[config.mk]
export PLATFORM = sky130hd
export DESIGN_NAME = thresholding_ostream
export DESIGN_NICKNAME = d
export VERILOG_FILES = /design/src/rtl/thresholding_pkg.sv /design/src/rtl/thresholding_ofifo.sv /design/src/rtl/thresholding_ostream.sv
export SDC_FILE = /design/constraint.sdc
export NUM_CORES = 1
export LEC_CHECK = 0
export ABC_AREA = 1
export CAP_MARGIN = 25
export CORE_ASPECT_RATIO = 1.75
export CORE_UTILIZATION = 38
export CTS_BUF_LIST = sky130_fd_sc_hd__clkbuf_2
export CTS_CLUSTER_SIZE = 14
export DETAILED_ROUTE_END_ITERATION = 12
export PLACE_DENSITY = 0.66
export SLEW_MARGIN = 20
export SYNTH_ARGS = -nofsm -noshare
export SYNTH_HDL_FRONTEND = slang
export SYNTH_HIERARCHICAL = 1
export SYNTH_SLANG_ARGS = --single-unit
[constraint.sdc]
create_clock -name clk -period 8.3 [get_ports clk]
set_input_delay 1.245 -clock clk [delete_from_list [all_inputs] [get_ports clk]]
set_output_delay 1.245 -clock clk [all_outputs]
set_load 0.05 [all_outputs]
[src/rtl/thresholding_pkg.sv]
// ============================================================================
// Module   : thresholding_pkg
// Purpose  : Shared types and width helpers for the thresholding output stream.
//            Optional feature macro: THRESH_OSTREAM_TLAST_EN
// Revision : 1.0 - initial release
// ============================================================================
`default_nettype none

package thresholding_pkg;

`ifdef THRESH_OSTREAM_TLAST_EN
    localparam int TLAST_W = 1;
`else
    localparam int TLAST_W = 0;
`endif

    localparam int OSTREAM_PACK_DEF  = 4;
    localparam int OSTREAM_OBITS_DEF = 8;

    // Stored FIFO word width: packed results plus the optional tlast bit.
    function automatic int ostream_word_w(input int pack, input int obits);
        return pack * obits + TLAST_W;
    endfunction

    typedef struct packed {
        logic [OSTREAM_PACK_DEF*OSTREAM_OBITS_DEF-1:0] data;
        logic                                          last;
    } ostream_word_t;

endpackage

`default_nettype wire

[src/rtl/thresholding_ofifo.sv]
// ============================================================================
// Module   : thresholding_ofifo
// Purpose  : Synchronous word FIFO with a registered head; push and pop may
//            occur in the same cycle, including the empty-bypass case.
// Revision : 1.0 - initial release
// ============================================================================
`default_nettype none

module thresholding_ofifo #(
    parameter int W     = 32,
    parameter int DEPTH = 4
) (
    input  logic                       clk,
    input  logic                       rst,
    input  logic                       i_push,
    input  logic [W-1:0]               i_din,
    input  logic                       i_ready,
    output logic                       o_valid,
    output logic [W-1:0]               o_dout,
    output logic [$clog2(DEPTH):0]     o_count
);

    localparam int c_PTR_W = $clog2(DEPTH);
    localparam int c_CNT_W = c_PTR_W + 1;

    logic [W-1:0]       r_mem [DEPTH];
    logic [W-1:0]       r_head;
    logic               r_hvld;
    logic [c_PTR_W-1:0] r_wr;
    logic [c_PTR_W-1:0] r_rd;
    logic [c_CNT_W-1:0] r_rcnt;

    logic w_pop;
    logic w_head_load;
    logic w_ring_rd;
    logic w_bypass;
    logic w_ring_wr;

    // The head refills whenever it is empty or being consumed; an empty ring
    // lets a fresh push go straight into the head.
    assign w_pop       = r_hvld && i_ready;
    assign w_head_load = !r_hvld || w_pop;
    assign w_ring_rd   = w_head_load && (r_rcnt != '0);
    assign w_bypass    = w_head_load && (r_rcnt == '0) && i_push;
    assign w_ring_wr   = i_push && !w_bypass;

    always_ff @(posedge clk) begin
        if (rst) begin
            r_hvld <= 1'b0;
            r_rcnt <= '0;
            r_wr   <= '0;
            r_rd   <= '0;
        end else begin
            if (w_head_load) begin
                r_hvld <= w_ring_rd || w_bypass;
            end
            if (w_ring_rd) begin
                r_rd <= r_rd + 1'b1;
            end
            if (w_ring_wr) begin
                r_wr <= r_wr + 1'b1;
            end
            r_rcnt <= r_rcnt + c_CNT_W'(w_ring_wr) - c_CNT_W'(w_ring_rd);
        end
    end

    always_ff @(posedge clk) begin
        if (w_ring_wr) begin
            r_mem[r_wr] <= i_din;
        end
        if (w_ring_rd) begin
            r_head <= r_mem[r_rd];
        end else if (w_bypass) begin
            r_head <= i_din;
        end
    end

    assign o_valid = r_hvld;
    assign o_dout  = r_head;
    assign o_count = c_CNT_W'(r_hvld) + r_rcnt;

endmodule

`default_nettype wire

[src/rtl/thresholding_ostream.sv]
// ============================================================================
// Module   : thresholding_ostream
// Purpose  : Packs thresholding results into AXI-Stream words, buffers them and
//            drives the core clock enable. Optional: THRESH_OSTREAM_TLAST_EN.
// Revision : 1.0 - initial release
// ============================================================================
`default_nettype none

module thresholding_ostream
    import thresholding_pkg::*;
#(
    parameter int O_BITS = 8,
    parameter int C_BITS = 1,
    parameter int C      = 1,
    parameter int PACK   = 4,
    parameter int DEPTH  = 4
) (
    input  logic                     clk,
    input  logic                     rst,
    output logic                     en,
    input  logic                     ivld,
    input  logic [C_BITS-1:0]        icnl,
    input  logic [O_BITS-1:0]        idat,
    output logic                     m_axis_tvalid,
    input  logic                     m_axis_tready,
`ifdef THRESH_OSTREAM_TLAST_EN
    output logic                     m_axis_tlast,
`endif
    output logic [PACK*O_BITS-1:0]   m_axis_tdata
);

    localparam int c_DATA_W = PACK * O_BITS;
    localparam int c_WORD_W = ostream_word_w(PACK, O_BITS);
    localparam int c_PCNT_W = (PACK > 1) ? $clog2(PACK) : 1;
    localparam int c_CNT_W  = $clog2(DEPTH) + 1;

    logic [O_BITS-1:0]   r_pack [PACK];
    logic [c_PCNT_W-1:0] r_pcnt;

    logic                w_accept;
    logic                w_last_ch;
    logic                w_push;
    logic [c_DATA_W-1:0] w_data;
    logic [c_WORD_W-1:0] w_din;
    logic [c_WORD_W-1:0] w_dout;
    logic [c_CNT_W-1:0]  w_fcnt;

    assign en       = !rst && (w_fcnt < c_CNT_W'(DEPTH));
    assign w_accept = ivld && en;

`ifdef THRESH_OSTREAM_TLAST_EN
    assign w_last_ch = (icnl == C_BITS'(C - 1));
    assign w_din     = {w_last_ch, w_data};
`else
    logic w_unused_icnl;
    assign w_unused_icnl = ^icnl;
    assign w_last_ch     = 1'b0;
    assign w_din         = w_data;
`endif

    assign w_push = w_accept && ((r_pcnt == c_PCNT_W'(PACK - 1)) || w_last_ch);

    // Lanes beyond the current one are forced to zero so stale pack contents
    // never reach a pushed word.
    for (genvar k = 0; k < PACK; k++) begin : g_lane
        assign w_data[k*O_BITS +: O_BITS] =
            (c_PCNT_W'(k) < r_pcnt)  ? r_pack[k] :
            (c_PCNT_W'(k) == r_pcnt) ? idat      : '0;
    end

    always_ff @(posedge clk) begin
        if (rst) begin
            r_pcnt <= '0;
        end else if (w_accept) begin
            r_pcnt         <= w_push ? '0 : r_pcnt + 1'b1;
            r_pack[r_pcnt] <= idat;
        end
    end

    thresholding_ofifo #(
        .W     (c_WORD_W),
        .DEPTH (DEPTH)
    ) u_ofifo (
        .clk     (clk),
        .rst     (rst),
        .i_push  (w_push),
        .i_din   (w_din),
        .i_ready (m_axis_tready),
        .o_valid (m_axis_tvalid),
        .o_dout  (w_dout),
        .o_count (w_fcnt)
    );

    assign m_axis_tdata = w_dout[c_DATA_W-1:0];
`ifdef THRESH_OSTREAM_TLAST_EN
    assign m_axis_tlast = m_axis_tvalid && w_dout[c_DATA_W];
`endif

endmodule

`default_nettype wire

==> metrics.md <==
| Metric | Value |
|---|---|
| Outcome | finished clean |
| Residual DRC | 0 |
| Clk_lat worst skew | 0.78 ns |
| # setup viols final | 0 |
| Top_reg_cell synth | edfxtp_1 |
| Num rows | 71 |
| YS warnings | 6 |
| Die area | 0.0228 mm² |
| Max stage delay cell, worst path | clkdlybuf4s50_1 |
| Largest stage delay on the critical path | 0.83 ns |
| Post_cts resized | 0 |
| Pwr/cell area | 332 mW/mm² |
| Core Area | 0.0216 mm² |
| Sequential area share after synthesis | 68.4% |
| Cell Area, Placed | 0.00911 mm² |
| Final critical-path share of the clock period | 50.1% |
| Synthesis-stage register bit count | 196 |
| All-Layer GR Usage | 15.9% |
| Distinct cells, synth | 24 |
| DP Wirelength | 10400 µm |
| Post-DRT Antenna Nets | 0 |
| CTS Buffer Depth | 2 |
| Fmax | 0.240 GHz |
| FILL cells | 1985 |
| Final Hold Fails | 0 |
| Area leader, netlist | edfxtp_1 |
| Post-CTS setup buffer count | 0 |
| Height of the die | 199 µm |
| GP Congestion | 0.759 |
| CP startpoint kind | input port |
| Starting density of the core | 39.0% |
| CTS Root Cell | clkbuf_2 |
| Setup crit end kind | output port |
| Nets@finish | 848 |
| Vias post-DR | 5216 |
| Vias per cell | 4.63 |
| Clk slew on worst S/H paths | 0.30 ns |
| Initial antenna violation count | 1 |
| Most used cell, CP | clkdlybuf4s50_1 |
| Pleak | 0.00374 µW |
| Tot Pwr | 3130 µW |
| DR pass1 iterations | 6 |
| Maximum vdd drop | 367 µV |
| CTS buffer count | 17 |
| Largest net degree at the start of global routing | 105 |
| EDFF count, synth | 184 |
| WL/cell | 14.9 µm |
| Final Max Tran Viols | 0 |
| Area contributors post-synth | edfxtp_1, nand2_1, inv_1 |
| WP data required | 7.05 ns |
| Die Wd | 115 µm |
| RSZ-0062 raised after global routing | no |
| Crit path kind | in -> out |
| CTS Sinks | 196 |
| Highest net fanout along the worst path | 8 |
| Clock period minus worst slack | 4.16 ns |
| Top-area cell type share of the netlist area | 65.6% |
| Synth-to-Final Area Change | 11.8% |
| CTS tree | built |
| Post-route design area | 0.00943 mm² |
| Final Skew | 0.0625 ns |
| Setup TNS | 0 ns |
| Buf/Inv on CP | 2 |
| Hold slack | 0.522 ns |
| Max Cap Viol | 0 |
| Vias in the first global route | 5129 |
| Overflow after GRT | 0 |
| Worst min path class | reg -> reg |
| Critical-path cell list | clkdlybuf4s50_1, nor2_4, clkdlybuf4s50_1 |
| Worst EP arrival | 2.91 ns |
| Mean Syn Cell Area | 10.8 µm² |
| Cells after synthesis | 779 |
| First DRT Iteration DRCs | 308 |
| Max-slew headroom | 48.0% |
| Ys async rst share | 0% |
| CTS H-Tree Depth | 4 |
| Port bufs | 45 |
| IO Count | 47 |
| Crit path max-delay family | buffers and inverters |
| Layout cells sized above 1 | 7.67% |
| Netlist Area Pre-Place | 0.00843 mm² |
| Util after Layout | 43.7% |
| First-pass GRT wire length | 26700 µm |
| Hold buffers post-CTS | 0 |
| Mapped Nets | 806 |
| Routed wire length | 16800 µm |
| Tightest Pin Transition | 0.779 ns |
-- report_power, final --
group / total (µW) / leakage [µW] / internal [µW] / switching, µW
sequential: 1350 / 0.00182 / 1290 / 59.5
clock: 526 / 0.000165 / 204 / 322
combinational: 1260 / 0.00175 / 359 / 898
total: 3130 / 0.00374 / 1850 / 1280
-- routing by layer --
layer	track usage, %	vias to the layer above	share of wire [%]
met3	2.32	27	2.9
met5	0	-	0
met4	8.51	0	3.0
met2	29.2	101	55
met1	17.4	2490	39
li1	-	2598	-
-- tightest hold or removal path, cell delays in order, from the launching register on --
cell and delay (ns):
dfxtp_1 0.39, nand2_1 0.06, a21oi_1 0.06
-- final timing paths --
check | start | endpoint | slack (ns) | cells after the start
setup / recovery | rst | en | 4.14 | 3
hold reg to reg | u_ofifo/r_rd[1]$_SDFFE_PP0N_ | u_ofifo/r_rd[1]$_SDFFE_PP0N_ | 0.52 | 2
setup reg to reg | r_pcnt[1]$_SDFFE_PP0N_ | u_ofifo/r_mem[0][26]$_DFFE_PP_ | 5.01 | 6
hold / removal | u_ofifo/r_rd[1]$_SDFFE_PP0N_ | u_ofifo/r_rd[1]$_SDFFE_PP0N_ | 0.52 | 2
-- placed cells by master, fill, tap and decap left out --
| master | Yosys | final |
|---|---|---|
| o21ai_1 | 9 | 9 |
| nand2_4 | 3 | 3 |
| edfxtp_1 | 184 | 184 |
| inv_6 | 0 | 3 |
| clkinv_4 | 0 | 2 |
| nor2_4 | 1 | 1 |
| xor2_1 | 2 | 2 |
| dfxtp_1 | 12 | 11 |
| fa_1 | 1 | 1 |
| buf_4 | 9 | 7 |
| nand2_2 | 3 | 3 |
| nand3_1 | 6 | 6 |
| clkdlybuf4s50_1 | 0 | 45 |
| inv_8 | 0 | 1 |
| clkbuf_2 | 0 | 18 |
| nand2_1 | 269 | 269 |
| o21ai_2 | 8 | 8 |
| inv_1 | 106 | 106 |
| and2_1 | 1 | 1 |
| nor2_2 | 1 | 5 |
| nor2_1 | 79 | 75 |
| inv_4 | 1 | 1 |
| diode_2 | 0 | 1 |
| dfxtp_4 | 0 | 1 |
| o21ai_0 | 11 | 11 |
| clkinvlp_4 | 0 | 2 |
| clkinv_1 | 0 | 1 |
| inv_2 | 3 | 3 |
| o211ai_1 | 32 | 32 |
| ha_1 | 13 | 13 |
| buf_16 | 0 | 1 |
| clkinv_2 | 0 | 1 |
| bufinv_16 | 0 | 4 |
| a21oi_1 | 4 | 4 |
-- stage by stage --
step                      setup slack, ns  std cells
after floorplan                      4.41        779
after global placement               4.09       1093
after detailed placement             4.06       1093
after CTS                            4.12       1125
after global routing                 4.08       1127
final                                4.14       1127
-- kinds of logic (layout without fill, tap and decap cells) --
kind of cell | after synthesis | count (layout) | share of synthesized area [%]
xor gates and xnor gates | 2 | 2 | 0.208
and+or+nand+nor | 363 | 363 | 16.8
buffers and inverters | 140 | 195 | 7.35
other | 0 | 1 | 0
adders and majority gates | 14 | 14 | 2.17
DFF | 196 | 196 | 68.4
AOI/OAI and AO/OA | 64 | 64 | 5.11
-- state kept, by name (all words and copies together) (netlist names), named ones only --
register         count
r_pack              24
r_pcnt               2
u_ofifo/o_dout      32
u_ofifo/o_valid      1
u_ofifo/r_mem      128
u_ofifo/r_rcnt       3
u_ofifo/r_rd         2
u_ofifo/r_wr         2
-- layout make-up --
type                       instances  area [µm²]  share of cell area, %
antenna                            1        2.50                 0.0265
clock buffer                      18        90.1                  0.956
clock inverter                    14         199                   2.11
inverter                         110         415                   4.41
multi-input combinational        443        2050                   21.8
sequential                       196        5770                   61.2
tap                              292         365                   3.88
timing repair buffer              53         531                   5.63
-- cells in the mapped netlist (2+ instances only) --
master	number
a21oi_1	4
buf_2	16
buf_4	9
buf_6	5
dfxtp_1	12
edfxtp_1	184
ha_1	13
inv_1	106
inv_2	3
nand2_1	269
nand2_2	3
nand2_4	3
nand3_1	6
nor2_1	79
o211ai_1	32
o21ai_0	11
o21ai_1	9
o21ai_2	8
xor2_1	2
(Power assumes the default switching activity.)
==> variant 1: new RTL, same settings <==
Set the parameter `PACK` to 2 (it was 4).
--- a/src/rtl/thresholding_ostream.sv
+++ b/src/rtl/thresholding_ostream.sv
@@ -12,7 +12,7 @@
     parameter int O_BITS = 8,
     parameter int C_BITS = 1,
     parameter int C      = 1,
-    parameter int PACK   = 4,
+    parameter int PACK   = 2,
     parameter int DEPTH  = 4
 ) (
     input  logic                     clk,
Ports: changed (resized m_axis_tdata); port bits go from 47 to 31. The function was not compared with the original's and may differ.
==> variant 1 against the original RTL <==
Synthesized area fell by 49%; critical path depth stayed put; worst setup slack better by 0.088 ns; sequential cell count is 97 lower; total power shrank 51%; cell area down 49%; utilization down 0.28 points; count of clock-buffer cells in the layout fell by 6; first-iteration DRC count fell by 74%; routed wire length shrank 54%; largest cell class unchanged.
==> variant 1: results <==
group,metric,value,unit
run_status,status,"finished, final reports clean",
clock_network,cts_made_buffers,9,
yosys,synth_xor_area_frac,0.00406,
detailed_routing,wl_met2,4260,µm
yosys,synth_compound_area_frac,0.0382,
cells_and_area,nClkBuffers,12,
clock_network,clock_latency,0.56,ns
critical_path,critical_path_arrival,2.83,ns
cells_and_area,clock_area_frac,0.0213,
cells_and_area,nNetsFinal,471,
cells_and_area,multi_input_area_share,0.234,
global_routing,grt_max_degree,65,
cells_and_area,n_fill_cell,1077,
yosys,syn-num-nets,443,
detailed_routing,drt_iter0_markers,80,
yosys,yosys.area_share.adder,0.0278,
global_routing,track_usage,0.149,
cells_and_area,nonClkBufAreaFrac,0.0649,
detailed_routing,dr_wl_met3,244,µm
placed_design,port_buffers,29,
cells_and_area,seq_share,0.595,
cells_and_area,buffers,31,
yosys,ys_ff_latch,99,
critical_path,crit_fanout,7,
power_and_ir_drop,cellLeakagePower,0.00201,µW
clock_network,clk_pin_slew,0.23,ns
global_routing,globalRouteMet1Util,0.167,
global_routing,grtUsageMet3,0.0307,
yosys,synth_area_leaders,"edfxtp_1, nand2_1, inv_1, dfxtp_1, nor2_1",
clock_network,cts-htree-levels,3,
cells_and_area,largest_reg_flops,64,
detailed_routing,viasPerCell,4.61,
detailed_routing,vias,2707,
timing,final.setup_skew,0.0245,ns
yosys,synth_commonest_cells,"nand2_1, edfxtp_1, inv_1",
global_routing,first_global_vias,2596,
yosys,syn_inst,421,
timing,slew_headroom,0.321,
placed_design,dpl-instance-area,4700,µm²
cells_and_area,multi_input_comb_cells,244,
yosys,yosysUniqueCellTypes,23,
detailed_routing,met1_length,3090,µm
## variant 1: cell types whose count changed in the layout (fill, tap and decap cells not counted), moves of 6 or more
cell / before / now
nor2_1: 75 / 40
o21ai_2: 8 / 0
o21ai_0: 11 / 4
o211ai_1: 32 / 16
clkbuf_2: 18 / 12
edfxtp_1: 184 / 88
nand2_1: 269 / 154
clkdlybuf4s50_1: 45 / 29
o21ai_1: 9 / 0
inv_1: 106 / 62
buf_4: 7 / 1
## variant 1: worst paths after layout
check             startpoint           endpoint  slack (ns)  depth (start not counted)
max                      rst                 en        4.23                          3
min          u_ofifo/r_rd[1]    u_ofifo/r_rd[1]        0.52                          2
max reg2reg  u_ofifo/o_valid  u_ofifo/r_rcnt[2]        5.50                         14
min reg2reg  u_ofifo/r_rd[1]    u_ofifo/r_rd[1]        0.52                          2
## variant 1: power breakdown
part	total, µW	internal, µW	leakage (µW)	switching, µW
sequential	676	648	0.000890	28.2
combinational	647	192	0.00105	455
clock	217	71.0	0.0000710	146
==> variant 2: new RTL, config.mk and constraints unchanged <==
Made on the original files. Add a define of `THRESH_OSTREAM_TLAST_EN`.
--- a/src/rtl/thresholding_pkg.sv
+++ b/src/rtl/thresholding_pkg.sv
@@ -5,6 +5,8 @@
 // Revision : 1.0 - initial release
 // ============================================================================
 `default_nettype none
+
+`define THRESH_OSTREAM_TLAST_EN
 
 package thresholding_pkg;
 
Formal check against the unedited RTL (old outputs only; new: m_axis_tlast): not equivalent (a bounded check fails within 4 cycles, from zero or initial values and one cycle with rst high).
==> variant 2 against the original RTL <==
Total power rose by 2.3%; global-route usage fell by 0.60 points; synthesized area rose by 4.5%; cell area rose by 4.3%; sequential cell count rose by 5; worst setup slack improved by 0.16 ns; first-iteration DRC count fell by 14%; routed wire length rose by 2.5%; largest power group unchanged; highest routed layer unchanged.
==> variant 2: results <==
group,metric,value,unit
yosys,synth_area_leaders,"edfxtp_1, nand2_1, inv_1, o211ai_2, nor2_1",
critical_path,critical_path_arrival,2.75,ns
placed_design,dpl-instance-area,9460,µm²
critical_path,r2r_slack,5.08,ns
global_routing,grt_max_degree,77,
global_routing,track_usage,0.153,
yosys,synth_commonest_cells,"nand2_1, edfxtp_1, inv_1",
placed_design,post-dp-hpwl,10400,µm
detailed_routing,drt_iter0_markers,266,
yosys,synth_edf_count,189,
clock_network,cts-htree-levels,2,
critical_path,worstReg2RegStart,"u_ofifo/o_valid",
yosys,seq_area_frac_synth,0.672,
timing,final.setup_skew,0.0463,ns
critical_path,regToRegEndpoint,"u_ofifo/r_mem[3][16]",
timing,worst_pin_slew,0.891,ns
cells_and_area,final_cells,1199,
placed_design,gp_congestion,0.820,
detailed_routing,firstDrtPassIters,5,
yosys,yosys.area_share.adder,0.0207,
critical_path,reg2reg_depth,9,
yosys,synth_xor_area_frac,0.00199,
worst_hold_path,hold_path.class,"register to register",
clock_network,clock_latency,0.74,ns
power_and_ir_drop,peakVddDrop,0.000353,V
clock_network,cts_made_buffers,43,
placed_design,dpl.cell_count,1122,
power_and_ir_drop,cellLeakagePower,0.00406,µW
placed_design,port_buffers,47,
global_routing,first_global_vias,5477,
global_routing,grt_pass1_wl,27400,µm
detailed_routing,avgRoutedWirePerCell,14.3,µm
placed_design,dp_worst_setup_slack,3.93,ns
critical_path,crit_fanout,7,
detailed_routing,viasPerCell,4.51,
yosys,synth_compound_area_frac,0.0662,
run_status,status,"finished, final reports clean",
[variant 2: changes by cell type in the layout (fill, tap and decap cells not counted), moves of 8 or more]
| cell | before | now |
|---|---|---|
| nand2_1 | 269 | 277 |
| o21ai_0 | 11 | 21 |
| clkbuf_2 | 18 | 62 |
| clkinv_1 | 1 | 10 |
| o21ai_1 | 9 | 0 |
| o211ai_2 | 0 | 27 |
| o211ai_1 | 32 | 6 |
[variant 2: layer usage]
| layer | wire (µm) | track usage | up-vias |
|---|---|---|---|
| met5 | 0 | 0 | - |
| met4 | 450 | 0.0728 | 0 |
| met3 | 713 | 0.0262 | 32 |
| met2 | 9340 | 0.277 | 137 |
| met1 | 6680 | 0.170 | 2499 |
| li1 | - | - | 2738 |
[variant 2: critical path, stage by stage]
cell and delay, ns:
clkdlybuf4s50_1 0.51, nor2_1 0.18, clkdlybuf4s50_1 0.82
[variant 2: power by group]
group	total (µW)	internal (µW)	switching [µW]
combinational	1240	366	871
clock	562	199	363
sequential	1410	1320	88.3
total	3200	1880	1320
[variant 2: cell type report]
type	count	area (µm²)	share of cell area
multi-input cells	454	2210	0.225
diodes	1	2.50	0.000255
well taps	300	375	0.0382
clock buffers	62	310	0.0316
clock inverters	13	51.3	0.00522
flip-flops and latches	201	5920	0.602
inverters	113	427	0.0434
repair buffers	55	534	0.0543
[variant 2: how the worst max path moves through the flow]
stage | start | to | slack (ns) | depth (start not counted)
floorplan | rst | u_ofifo/r_mem[0][0] | 3.68 | 5
global placement | rst | u_ofifo/r_mem[2][19] | 4.00 | 7
detailed placement | rst | u_ofifo/r_mem[2][19] | 3.93 | 7
CTS | rst | en | 4.29 | 3
global route | rst | en | 4.20 | 3
finish | rst | en | 4.30 | 3
